File: src/rtl/config_pkg.sv
// Shared configuration for the TLB CAM with SFENCE.VMA sweep.
// Holds default field widths and the flush sequencer state encoding.
package config_pkg;

  // Default VPN width: four 9-bit segments (SV48).
  localparam int unsigned VPN_BITS       = 36;
  localparam int unsigned ASID_BITS      = 16;
  localparam int unsigned PAGE_TYPE_BITS = 2;

  typedef enum logic [1:0] {
    StIdle  = 2'd0,
    StSweep = 2'd1,
    StDone  = 2'd2
  } flush_state_e;

endpackage

File: src/rtl/tlb_cam_entry.sv
// One TLB CAM entry: storage for valid/G/ASID/VPN/page type plus the
// lookup and flush compare logic.
// Ports:
//   clk_i, rst_i            clock, asynchronous active-high reset
//   we_i, inv_i             install (vpn_i/asid_i/g_i/page_type_i), invalidate (wins over we_i)
//   vpn_i, asid_i           lookup and install operands
//   flush_*_i               latched SFENCE.VMA operands and "any" qualifiers
//   valid_o, match_o        entry valid, lookup hit
//   flush_hit_o             entry selected by the current flush operands
//   page_type_o             stored page level
module tlb_cam_entry
  import config_pkg::PAGE_TYPE_BITS;
#(
  parameter int unsigned LEVELS       = 4,
  parameter int unsigned SEGMENT_BITS = 9,
  parameter int unsigned ASID_BITS    = 16
) (
  input  logic                           clk_i,
  input  logic                           rst_i,
  input  logic                           we_i,
  input  logic                           inv_i,
  input  logic [LEVELS*SEGMENT_BITS-1:0] vpn_i,
  input  logic [ASID_BITS-1:0]           asid_i,
  input  logic                           g_i,
  input  logic [PAGE_TYPE_BITS-1:0]      page_type_i,
  input  logic [LEVELS*SEGMENT_BITS-1:0] flush_vpn_i,
  input  logic [ASID_BITS-1:0]           flush_asid_i,
  input  logic                           flush_any_va_i,
  input  logic                           flush_any_asid_i,
  output logic                           valid_o,
  output logic                           match_o,
  output logic                           flush_hit_o,
  output logic [PAGE_TYPE_BITS-1:0]      page_type_o
);

  localparam int unsigned VpnBits = LEVELS * SEGMENT_BITS;

  logic                      valid_q;
  logic                      g_q;
  logic [VpnBits-1:0]        vpn_q;
  logic [ASID_BITS-1:0]      asid_q;
  logic [PAGE_TYPE_BITS-1:0] pt_q;

  // Invalidate takes priority so a write racing a full flush ends up invalid.
  always_ff @(posedge clk_i or posedge rst_i) begin
    if (rst_i) begin
      valid_q <= 1'b0;
    end else if (inv_i) begin
      valid_q <= 1'b0;
    end else if (we_i) begin
      valid_q <= 1'b1;
    end
  end

  always_ff @(posedge clk_i or posedge rst_i) begin
    if (rst_i) begin
      g_q    <= 1'b0;
      vpn_q  <= '0;
      asid_q <= '0;
      pt_q   <= '0;
    end else if (we_i) begin
      g_q    <= g_i;
      vpn_q  <= vpn_i;
      asid_q <= asid_i;
      pt_q   <= page_type_i;
    end
  end

  // Segments below the stored page level are page-offset bits and never compared.
  logic [LEVELS-1:0] seg_hit;
  logic [LEVELS-1:0] flush_seg_hit;

  for (genvar i = 0; i < LEVELS; i++) begin : g_seg
    logic ignore;
    assign ignore           = int'(pt_q) > i;
    assign seg_hit[i]       = ignore |
                              (vpn_q[i*SEGMENT_BITS +: SEGMENT_BITS] ==
                               vpn_i[i*SEGMENT_BITS +: SEGMENT_BITS]);
    assign flush_seg_hit[i] = ignore |
                              (vpn_q[i*SEGMENT_BITS +: SEGMENT_BITS] ==
                               flush_vpn_i[i*SEGMENT_BITS +: SEGMENT_BITS]);
  end

  assign valid_o     = valid_q;
  assign page_type_o = pt_q;
  assign match_o     = valid_q & (g_q | (asid_q == asid_i)) & (&seg_hit);
  // Global entries survive ASID-specific flushes.
  assign flush_hit_o = valid_q &
                       (flush_any_va_i | (&flush_seg_hit)) &
                       (flush_any_asid_i | (~g_q & (asid_q == flush_asid_i)));

endmodule

File: src/rtl/tlb_cam_sweep.sv
// Fully associative TLB CAM with tree-PLRU replacement and a sequential
// SFENCE.VMA sweep engine.
// Ports:
//   clk, reset                       clock, asynchronous active-high reset
//   VPN, ASID, Lookup                lookup operands; Lookup qualifies PLRU update
//   Write, WriteG, WritePageType     install into the Victim entry
//   FlushReq, FlushAnyVA/ASID,
//   FlushVPN, FlushASID              SFENCE.VMA request and operands
//   FlushBusy, FlushDone             sweep in progress, one-cycle completion pulse
//   Matches, HitPageType, CAMHit     combinational lookup result
//   Victim                           one-hot entry the next Write fills
module tlb_cam_sweep #(
  parameter int unsigned TLB_ENTRIES  = 8,
  parameter int unsigned LEVELS       = 4,
  parameter int unsigned SEGMENT_BITS = 9,
  parameter int unsigned ASID_BITS    = config_pkg::ASID_BITS
) (
  input  logic                           clk,
  input  logic                           reset,
  input  logic [LEVELS*SEGMENT_BITS-1:0] VPN,
  input  logic [ASID_BITS-1:0]           ASID,
  input  logic                           Lookup,
  input  logic                           Write,
  input  logic                           WriteG,
  input  logic [1:0]                     WritePageType,
  input  logic                           FlushReq,
  input  logic                           FlushAnyVA,
  input  logic                           FlushAnyASID,
  input  logic [LEVELS*SEGMENT_BITS-1:0] FlushVPN,
  input  logic [ASID_BITS-1:0]           FlushASID,
  output logic                           FlushBusy,
  output logic                           FlushDone,
  output logic [TLB_ENTRIES-1:0]         Matches,
  output logic [1:0]                     HitPageType,
  output logic                           CAMHit,
  output logic [TLB_ENTRIES-1:0]         Victim
);

  import config_pkg::flush_state_e;
  import config_pkg::StIdle;
  import config_pkg::StSweep;
  import config_pkg::StDone;

  localparam int unsigned VpnBits  = LEVELS * SEGMENT_BITS;
  localparam int unsigned IdxBits  = $clog2(TLB_ENTRIES);
  localparam int unsigned TreeBits = TLB_ENTRIES - 1;

  // Tree nodes are heap-ordered (children of n at 2n+1, 2n+2); a node bit
  // gives the direction (0 = lower half) toward the replacement candidate.
  function automatic logic [TreeBits-1:0] plru_touch(input logic [TreeBits-1:0] tree,
                                                     input logic [IdxBits-1:0]  idx);
    logic [TreeBits-1:0] t;
    logic [IdxBits-1:0]  node;
    logic                dir;
    t    = tree;
    node = '0;
    for (int lvl = 0; lvl < IdxBits; lvl++) begin
      dir     = idx[IdxBits-1-lvl];
      t[node] = ~dir;
      node    = (node << 1) + IdxBits'(1) + IdxBits'(dir);
    end
    return t;
  endfunction

  function automatic logic [IdxBits-1:0] onehot_to_idx(input logic [TLB_ENTRIES-1:0] oh);
    logic [IdxBits-1:0] idx;
    idx = '0;
    for (int k = 0; k < TLB_ENTRIES; k++) begin
      if (oh[k]) idx |= IdxBits'(k);
    end
    return idx;
  endfunction

  flush_state_e          state_q, state_d;
  logic [IdxBits-1:0]    idx_q, idx_d;
  logic [TreeBits-1:0]   plru_q, plru_d;
  logic [VpnBits-1:0]    flush_vpn_q;
  logic [ASID_BITS-1:0]  flush_asid_q;
  logic                  any_va_q, any_asid_q;

  logic                  latch_ops;
  logic                  inv_all;
  logic                  sweep_en;
  logic                  write_ok;
  logic [TLB_ENTRIES-1:0] valid, match, flush_hit, inv, we;
  logic [1:0]            page_type [TLB_ENTRIES];

  assign FlushBusy = (state_q != StIdle);
  assign FlushDone = (state_q == StDone);
  assign write_ok  = Write & ~FlushBusy;

  for (genvar k = 0; k < TLB_ENTRIES; k++) begin : g_entry
    tlb_cam_entry #(
      .LEVELS       (LEVELS),
      .SEGMENT_BITS (SEGMENT_BITS),
      .ASID_BITS    (ASID_BITS)
    ) u_entry (
      .clk_i            (clk),
      .rst_i            (reset),
      .we_i             (we[k]),
      .inv_i            (inv[k]),
      .vpn_i            (VPN),
      .asid_i           (ASID),
      .g_i              (WriteG),
      .page_type_i      (WritePageType),
      .flush_vpn_i      (flush_vpn_q),
      .flush_asid_i     (flush_asid_q),
      .flush_any_va_i   (any_va_q),
      .flush_any_asid_i (any_asid_q),
      .valid_o          (valid[k]),
      .match_o          (match[k]),
      .flush_hit_o      (flush_hit[k]),
      .page_type_o      (page_type[k])
    );
    assign inv[k] = inv_all | (sweep_en & (idx_q == IdxBits'(k)) & flush_hit[k]);
    assign we[k]  = write_ok & Victim[k];
  end

  // Lookup result
  assign Matches = match;
  assign CAMHit  = (|match) & ~FlushBusy;

  always_comb begin
    HitPageType = '0;
    for (int k = 0; k < TLB_ENTRIES; k++) begin
      if (match[k]) HitPageType |= page_type[k];
    end
  end

  // Victim: fill invalid slots lowest-first, otherwise follow the PLRU tree.
  always_comb begin
    logic               found;
    logic [IdxBits-1:0] node;
    logic [IdxBits-1:0] leaf;
    logic               dir;
    Victim = '0;
    found  = 1'b0;
    for (int k = 0; k < TLB_ENTRIES; k++) begin
      if (!valid[k] && !found) begin
        Victim[k] = 1'b1;
        found     = 1'b1;
      end
    end
    node = '0;
    leaf = '0;
    for (int lvl = 0; lvl < IdxBits; lvl++) begin
      dir  = plru_q[node];
      leaf = (leaf << 1) | IdxBits'(dir);
      node = (node << 1) + IdxBits'(1) + IdxBits'(dir);
    end
    if (!found) Victim = TLB_ENTRIES'(1) << leaf;
  end

  // An accepted write outranks a same-cycle lookup hit.
  always_comb begin
    plru_d = plru_q;
    if (write_ok) begin
      plru_d = plru_touch(plru_q, onehot_to_idx(Victim));
    end else if (Lookup && CAMHit) begin
      plru_d = plru_touch(plru_q, onehot_to_idx(match));
    end
  end

  // Flush sequencer
  always_comb begin
    state_d   = state_q;
    idx_d     = idx_q;
    latch_ops = 1'b0;
    inv_all   = 1'b0;
    sweep_en  = 1'b0;
    unique case (state_q)
      StIdle: begin
        if (FlushReq) begin
          if (FlushAnyVA && FlushAnyASID) begin
            inv_all = 1'b1;
            state_d = StDone;
          end else begin
            latch_ops = 1'b1;
            idx_d     = '0;
            state_d   = StSweep;
          end
        end
      end
      StSweep: begin
        sweep_en = 1'b1;
        idx_d    = idx_q + IdxBits'(1);
        if (idx_q == IdxBits'(TLB_ENTRIES - 1)) state_d = StDone;
      end
      StDone: begin
        idx_d   = '0;
        state_d = StIdle;
      end
      default: state_d = StIdle;
    endcase
  end

  always_ff @(posedge clk or posedge reset) begin
    if (reset) begin
      state_q <= StIdle;
      idx_q   <= '0;
      plru_q  <= '0;
    end else begin
      state_q <= state_d;
      idx_q   <= idx_d;
      plru_q  <= plru_d;
    end
  end

  always_ff @(posedge clk or posedge reset) begin
    if (reset) begin
      flush_vpn_q  <= '0;
      flush_asid_q <= '0;
      any_va_q     <= 1'b0;
      any_asid_q   <= 1'b0;
    end else if (latch_ops) begin
      flush_vpn_q  <= FlushVPN;
      flush_asid_q <= FlushASID;
      any_va_q     <= FlushAnyVA;
      any_asid_q   <= FlushAnyASID;
    end
  end

endmodule

File: config.mk
export PLATFORM = sky130hd
export DESIGN_NAME = tlb_cam_sweep
export DESIGN_NICKNAME = d
export VERILOG_FILES = /design/src/rtl/config_pkg.sv /design/src/rtl/tlb_cam_entry.sv /design/src/rtl/tlb_cam_sweep.sv
export SDC_FILE = /design/constraint.sdc
export NUM_CORES = 2
export LEC_CHECK = 0
export BUFFER_PORTS_ARGS = -buffer_cell sky130_fd_sc_hd__buf_2
export CAP_MARGIN = 10
export CORE_ASPECT_RATIO = 0.75
export CORE_MARGIN = 5
export CORE_UTILIZATION = 50
export CTS_BUF_LIST = sky130_fd_sc_hd__clkbuf_4
export CTS_CLUSTER_DIAMETER = 120
export DETAILED_ROUTE_END_ITERATION = 6
export GPL_ROUTABILITY_DRIVEN = 0
export GPL_TIMING_DRIVEN = 0
export PLACE_DENSITY = 0.76
export RECOVER_POWER = 25
export SLEW_MARGIN = 30
export SYNTH_ARGS = -nofsm -noshare
export SYNTH_HDL_FRONTEND = slang
export SYNTH_SLANG_ARGS = --single-unit
export TNS_END_PERCENT = 1
File: constraint.sdc
create_clock -name clk -period 50.4 [get_ports clk]
set_input_delay 12.6 -clock clk [delete_from_list [all_inputs] [get_ports clk]]
set_output_delay 12.6 -clock clk [all_outputs]
set_load 0.05 [all_outputs]
* Word level (Yosys, flattened, before mapping)
Cells that the tools add are included.
W data, S select, Z words.
** Operators by class
- Equal/unequal tests :: 92
- Order comparisons :: 34
- Bitwise logic cells :: 170
- Multipliers :: 0
- Add/sub/neg operators :: 10
- Reductions and logical operators :: 58
- Div/mod/pow operators :: 0
- Multiplexer cells :: 89
- Shift operators :: 1
** Operators with widths (number)
- $eq A9 B9 Y1 :: 64
- $eq A16 B16 Y1 :: 16
- $or A1 B1 Y1 :: 80
- $and A1 B1 Y1 :: 66
- $reduce_and A4 Y1 :: 16
- $mux W1 :: 46
- $mux W3 :: 13
- $gt A2 B1 Y1 const B :: 16
- $mux W2 :: 15
- $bwmux W7 :: 4
- $reduce_bool A2 Y1 :: 10
- $gt A2 B2 Y1 const B :: 8
- $not A1 Y1 :: 15
- $mux W7 :: 2
- $or A2 B2 Y2 :: 7
- $logic_and A1 B1 Y1 :: 13
- $logic_not A1 Y1 :: 13
- $add A3 B1 Y3 const B :: 4
- $demux W1 S3 :: 4
- $eq A3 B3 Y1 const B :: 4
- $lt A2 B4 Y1 const B :: 3
- $lt A3 B4 Y1 const B :: 3
- $add A3 B1 Y3 :: 3
- $pmux W3 S3 :: 1
- 20 further kinds :: 28
** Word-level totals
- Latch bits :: 0
- Memories :: 0
- RAM bits :: 0
- Output and inout bits :: 21
- Flip-flop bits (word level) :: 514
- ROM bits :: 0

* Logic depth before layout (Yosys ltp)
- Depth after elaboration :: 39
- Mapped depth :: 12
- Gate-level depth less buffers :: 9

* By module
From an unflattened synthesis, not the netlist that was laid out.
** Second synthesis, totals
- Cells, all modules :: 2385
- Area total of the unflattened synthesis :: 29185.5 µm²
** Modules (own cells, without submodules)
- tlb_cam_entry :: seq. area each 1401.3 µm², area each 3249.4 µm², cells an instance 265, times used 8
- tlb_cam_sweep :: seq. area each 1651.6 µm², area each 3190.6 µm², cells an instance 265, times used 1

* Least setup slack after synthesis
Ideal clock, no wire load.
- Path kind :: input to output
- Start point :: input port ASID[11]
- End point :: output port CAMHit
- Path slack :: 22897 ps
- Data arrival time :: 14903 ps
- Stages :: 9
- Buffers on the path :: 2
- Data required time :: 37800 ps
- Cells stage by stage :: buf_2 buf_2 xnor2_1 nand4_1 nor4_1 o22ai_1 nor4_4 nand2_1 a41oi_1
** Between the ends
- Cells in the longest elaborated chain, start to end :: 6
- Elaborated cells between the ends (all ways) :: 34
- Those cells by class :: eq/ne: 8; bitwise: 25; reduce/logical: 1
** RTL lines
- from (decl) :: RTL line tlb_cam_sweep.sv:21 : input logic [ASID_BITS-1:0] ASID,
- $eq A16 B16 Y1 :: RTL line tlb_cam_entry.sv:86 : assign match_o = valid_q & (g_q | (asid_q == asid_i)) & (&seg_hit);
- $or A1 B1 Y1 :: RTL line tlb_cam_entry.sv:86
- $and A1 B1 Y1 (2 in series) :: RTL line tlb_cam_entry.sv:86
- $reduce_or A8 Y1 (*) :: RTL line tlb_cam_sweep.sv:121 : assign CAMHit = (|match) & ~FlushBusy;
- $and A1 B1 Y1 (*) :: RTL line tlb_cam_sweep.sv:121
- to (decl) :: RTL line tlb_cam_sweep.sv:35 : output logic CAMHit,
Mark *: on every way between the ends. The rest lies on a longest branch, timed or not.

* Worst setup path in the final report
- Start point :: input port VPN[20]
- End point :: output port CAMHit
** Between the ends
- Cells in the longest elaborated chain, start to end :: 6
- Elaborated cells between the ends (all ways) :: 34
- Those cells by class :: eq/ne: 8; bitwise: 17; reduce/logical: 9
** RTL lines
- from (decl) :: RTL line tlb_cam_sweep.sv:20 : input logic [LEVELS*SEGMENT_BITS-1:0] VPN,
- $eq A9 B9 Y1 :: RTL line tlb_cam_entry.sv:77 : (vpn_q[i*SEGMENT_BITS +: SEGMENT_BITS] ==
- $or A1 B1 Y1 :: RTL line tlb_cam_entry.sv:76 : assign seg_hit[i] = ignore |
- $reduce_and A4 Y1 :: RTL line tlb_cam_entry.sv:86
- $and A1 B1 Y1 :: RTL line tlb_cam_entry.sv:86
- net g_entry[4].u_entry.match_o :: RTL line tlb_cam_entry.sv:31 : output logic match_o,
- $reduce_or A8 Y1 :: RTL line tlb_cam_sweep.sv:121
- $and A1 B1 Y1 :: RTL line tlb_cam_sweep.sv:121
The timed path passes the listed nets, and every way through them passes these cells.

==> out/qor.txt <==
commonest register cell after synthesis: dfrtp_1
Mapped Avg Cell Area: 11.82 um^2
final std cells w/o fill: 3,677
clk buf depth: 3
Final Skew: 0.05723 ns
routed vias/inst: 6.019
Worst-path clk slew: 0.06 ns
maximum number of pins on one net before global-route repair: 83
Layout area overhead: 10.67%
Synth Instances: 2,561
post-route clock period utilization: 56.60%
cts bufs inserted: 134
pre-CTS WS: 21.97 ns
row count: 78
Post-Place Cells: 3,451
Final Setup Violations: 0
Reg-to-Reg Start: state_q[1]
WP data required: 37.80 ns
max-slew violations: 292
Root Driver: clkbuf_4
Tmin final: 28.53 ns
Die Area: 65,620 um^2
sequential fraction of the synthesis area: 42.49%
H-tree lvl count: 4
hold slack: 0.5362 ns
Pleak: 15.12 nW
failing checks: max-capacitance violations, max-slew violations
hold_sp: plru_q[3]
antenna-violating nets left: 0
pwr dens: 55.28 nW/um^2
die width: 294.1 um
#FFs+latches synth: 514
wire per inst: 26.13 um
nets@finish: 2,908
crit-path cells: buf_6 > xnor2_1 > nand3_1 > nor4_2 > a41oi_1 > nor4_4 > nor2_4 > a41oi_1 > buf_2
hold depth: 1
CTS Hold Buffers Added: 0
drt pass-1 iters: 5
Crit path largest cell delay: 0.78 ns
Final Cell Area: 33,500 um^2
WL final: 96,080 um
Crit Path Category: input port to output pin
DRT iter0 DRCs: 2,339
syn_nets: 2,681
GRT Total Usage: 28.68%
worst flop-to-flop path endpoint: g_entry[7].u_entry.g_q
Initial Util: 50.27%
worst vdd ir: 0.00003499 V
Slew HR: -200.2%
max-capacitance violation count: 4
Worst-Margin Slew: 4.504 ns
CP startpoint kind: input port
commonest non-fill, non-tap cell in the layout: dfrtp_1
DRC Markers: 0
Synth Cell Area: 30,270 um^2
vias in the first global route: 22,910
Core Region: 60,220 um^2
Placed Instance Area: 31,910 um^2
post-CTS resize count: 0
warnings from Yosys: 0
Post-synth ARST share: 100.0%
WP data arrival: 15.93 ns
Critical Path Most Common Cell: a41oi_1
Setup Buffers After CTS: 0
first-pass GRT wire length: 142,200 um
Max FO, Critical Path: 8
EDFF count, synth: 0
routed via count: 22,130
port bufs: 82
clk_lat worst skew: 0.98 ns
TritonCTS clock tree: yes
Final Hold Vio Count: 0
crit end category: output pin
Hold Crit Class: register to register
Reg2Reg Depth: 6
placed wire-length estimate: 68,680 um
RSZ-0062 raised after global routing: no
antenna violations before repair: 8
GRT overflow: 0
Hold Path End: plru_q[3]
FF-to-FF setup slack: 46.78 ns
io pins: 135
CTS sink count: 514
most frequent cells in the layout: 514 x dfrtp_1, 491 x mux2_2, 455 x xor2_1
Fill cells: 5,030
layout cells sized above 1: 33.50%
fmax: 0.03505 GHz
setup ws final: 21.87 ns
status: complete, but fails checks
Synth cell types: 65
setup TNS: 0 ns
Die H: 223.1 um
Slowest cell on crit path: nor4_2
## cell usage after synthesis (3+ instances only)
library cell	instances	area share, %
a32oi_1	6	0.17
nor4_2	4	0.17
nor2_1	24	0.30
a41o_1	10	0.33
o21ai_0	20	0.33
buf_6	33	1.2
o22ai_1	5	0.10
o41ai_1	10	0.29
buf_1	8	0.099
xnor2_2	3	0.16
nor2b_1	4	0.083
o2111a_1	4	0.15
xor2_1	455	13
a41oi_1	19	0.55
xnor2_1	374	11
inv_1	19	0.24
and2_1	7	0.14
buf_4	37	0.92
nor4_1	99	2.0
a21o_1	4	0.099
clkbuf_1	66	0.82
nor3_1	42	0.69
ha_1	6	0.25
nand2_1	27	0.33
a21oi_1	30	0.50
nand3_1	41	0.68
a32o_1	3	0.099
buf_2	77	1.3
dfrtp_1	514	42
mux2_2	491	18
nand4_1	74	1.5
nor4_4	6	0.42
## metal layers
metal | track usage, % | wire (um)
met1 | 39.70 | 39910
met2 | 40.31 | 40070
met3 | 9.962 | 11530
met4 | 13.58 | 4505
met5 | 0 | 60
## critical path: cells and delay by family
family | cells | cell delay [ns]
buffers and inverters | 2 | 0.49
AO/OA/AOI/OAI | 2 | 0.97
XOR/XNOR | 1 | 0.21
AND/OR/NAND/NOR | 4 | 1.66
## power breakdown
group,switching (mW),internal [mW]
clock network,0.179,0.192
logic,0.417,0.364
registers,0.150,0.549
total,0.747,1.11
## sequential cells by signal, indices dropped and copies added, names as in the netlist
register,flops
any_asid_q,1
any_va_q,1
flush_asid_q,16
flush_vpn_q,36
g_entry.u_entry.asid_q,128
g_entry.u_entry.g_q,8
g_entry.u_entry.page_type_o,16
g_entry.u_entry.valid_o,8
g_entry.u_entry.vpn_q,288
idx_q,3
plru_q,7
state_q,2
## area by class of cell
class | instances | area, um^2 | share of cell area, %
multi-input cells | 1806 | 16050 | 47.90
flip-flops and latches | 514 | 12860 | 38.39
clock buffers | 190 | 1426 | 4.258
plain buffers | 222 | 1328 | 3.962
well taps | 800 | 1001 | 2.988
repair buffers | 91 | 531.8 | 1.587
clock inverters | 27 | 212.7 | 0.6349
inverters | 19 | 72.57 | 0.2166
diodes | 8 | 20.02 | 0.05976
## stage by stage
step	utilization (%)	power (mW)
4_1_cts	55.72	1.837
2_1_floorplan	-	1.242
5_1_grt	55.62	1.940
3_5_place_dp	53.00	1.464
6_report	55.64	1.852
3_3_place_gp	52.62	1.425
## how the worst max path moves through the flow
stage,start,end,slack [ns],cells after the start
floorplan,ASID[11],CAMHit,22.90,9
global placement,reset,flush_vpn_q[5],18.10,2
detailed placement,ASID[11],CAMHit,21.97,10
CTS,ASID[11],CAMHit,21.96,10
global route,ASID[11],CAMHit,21.74,10
finish,VPN[20],CAMHit,21.87,9
## cell families after synthesis
group	share of synthesized area, %
compound gates	3.369
xor+xnor	24.15
fa+ha+maj	0.2480
buf+inv	4.621
flops	42.49
mux	18.40
simple gates	6.725
Power figures use the tool's default switching activity.
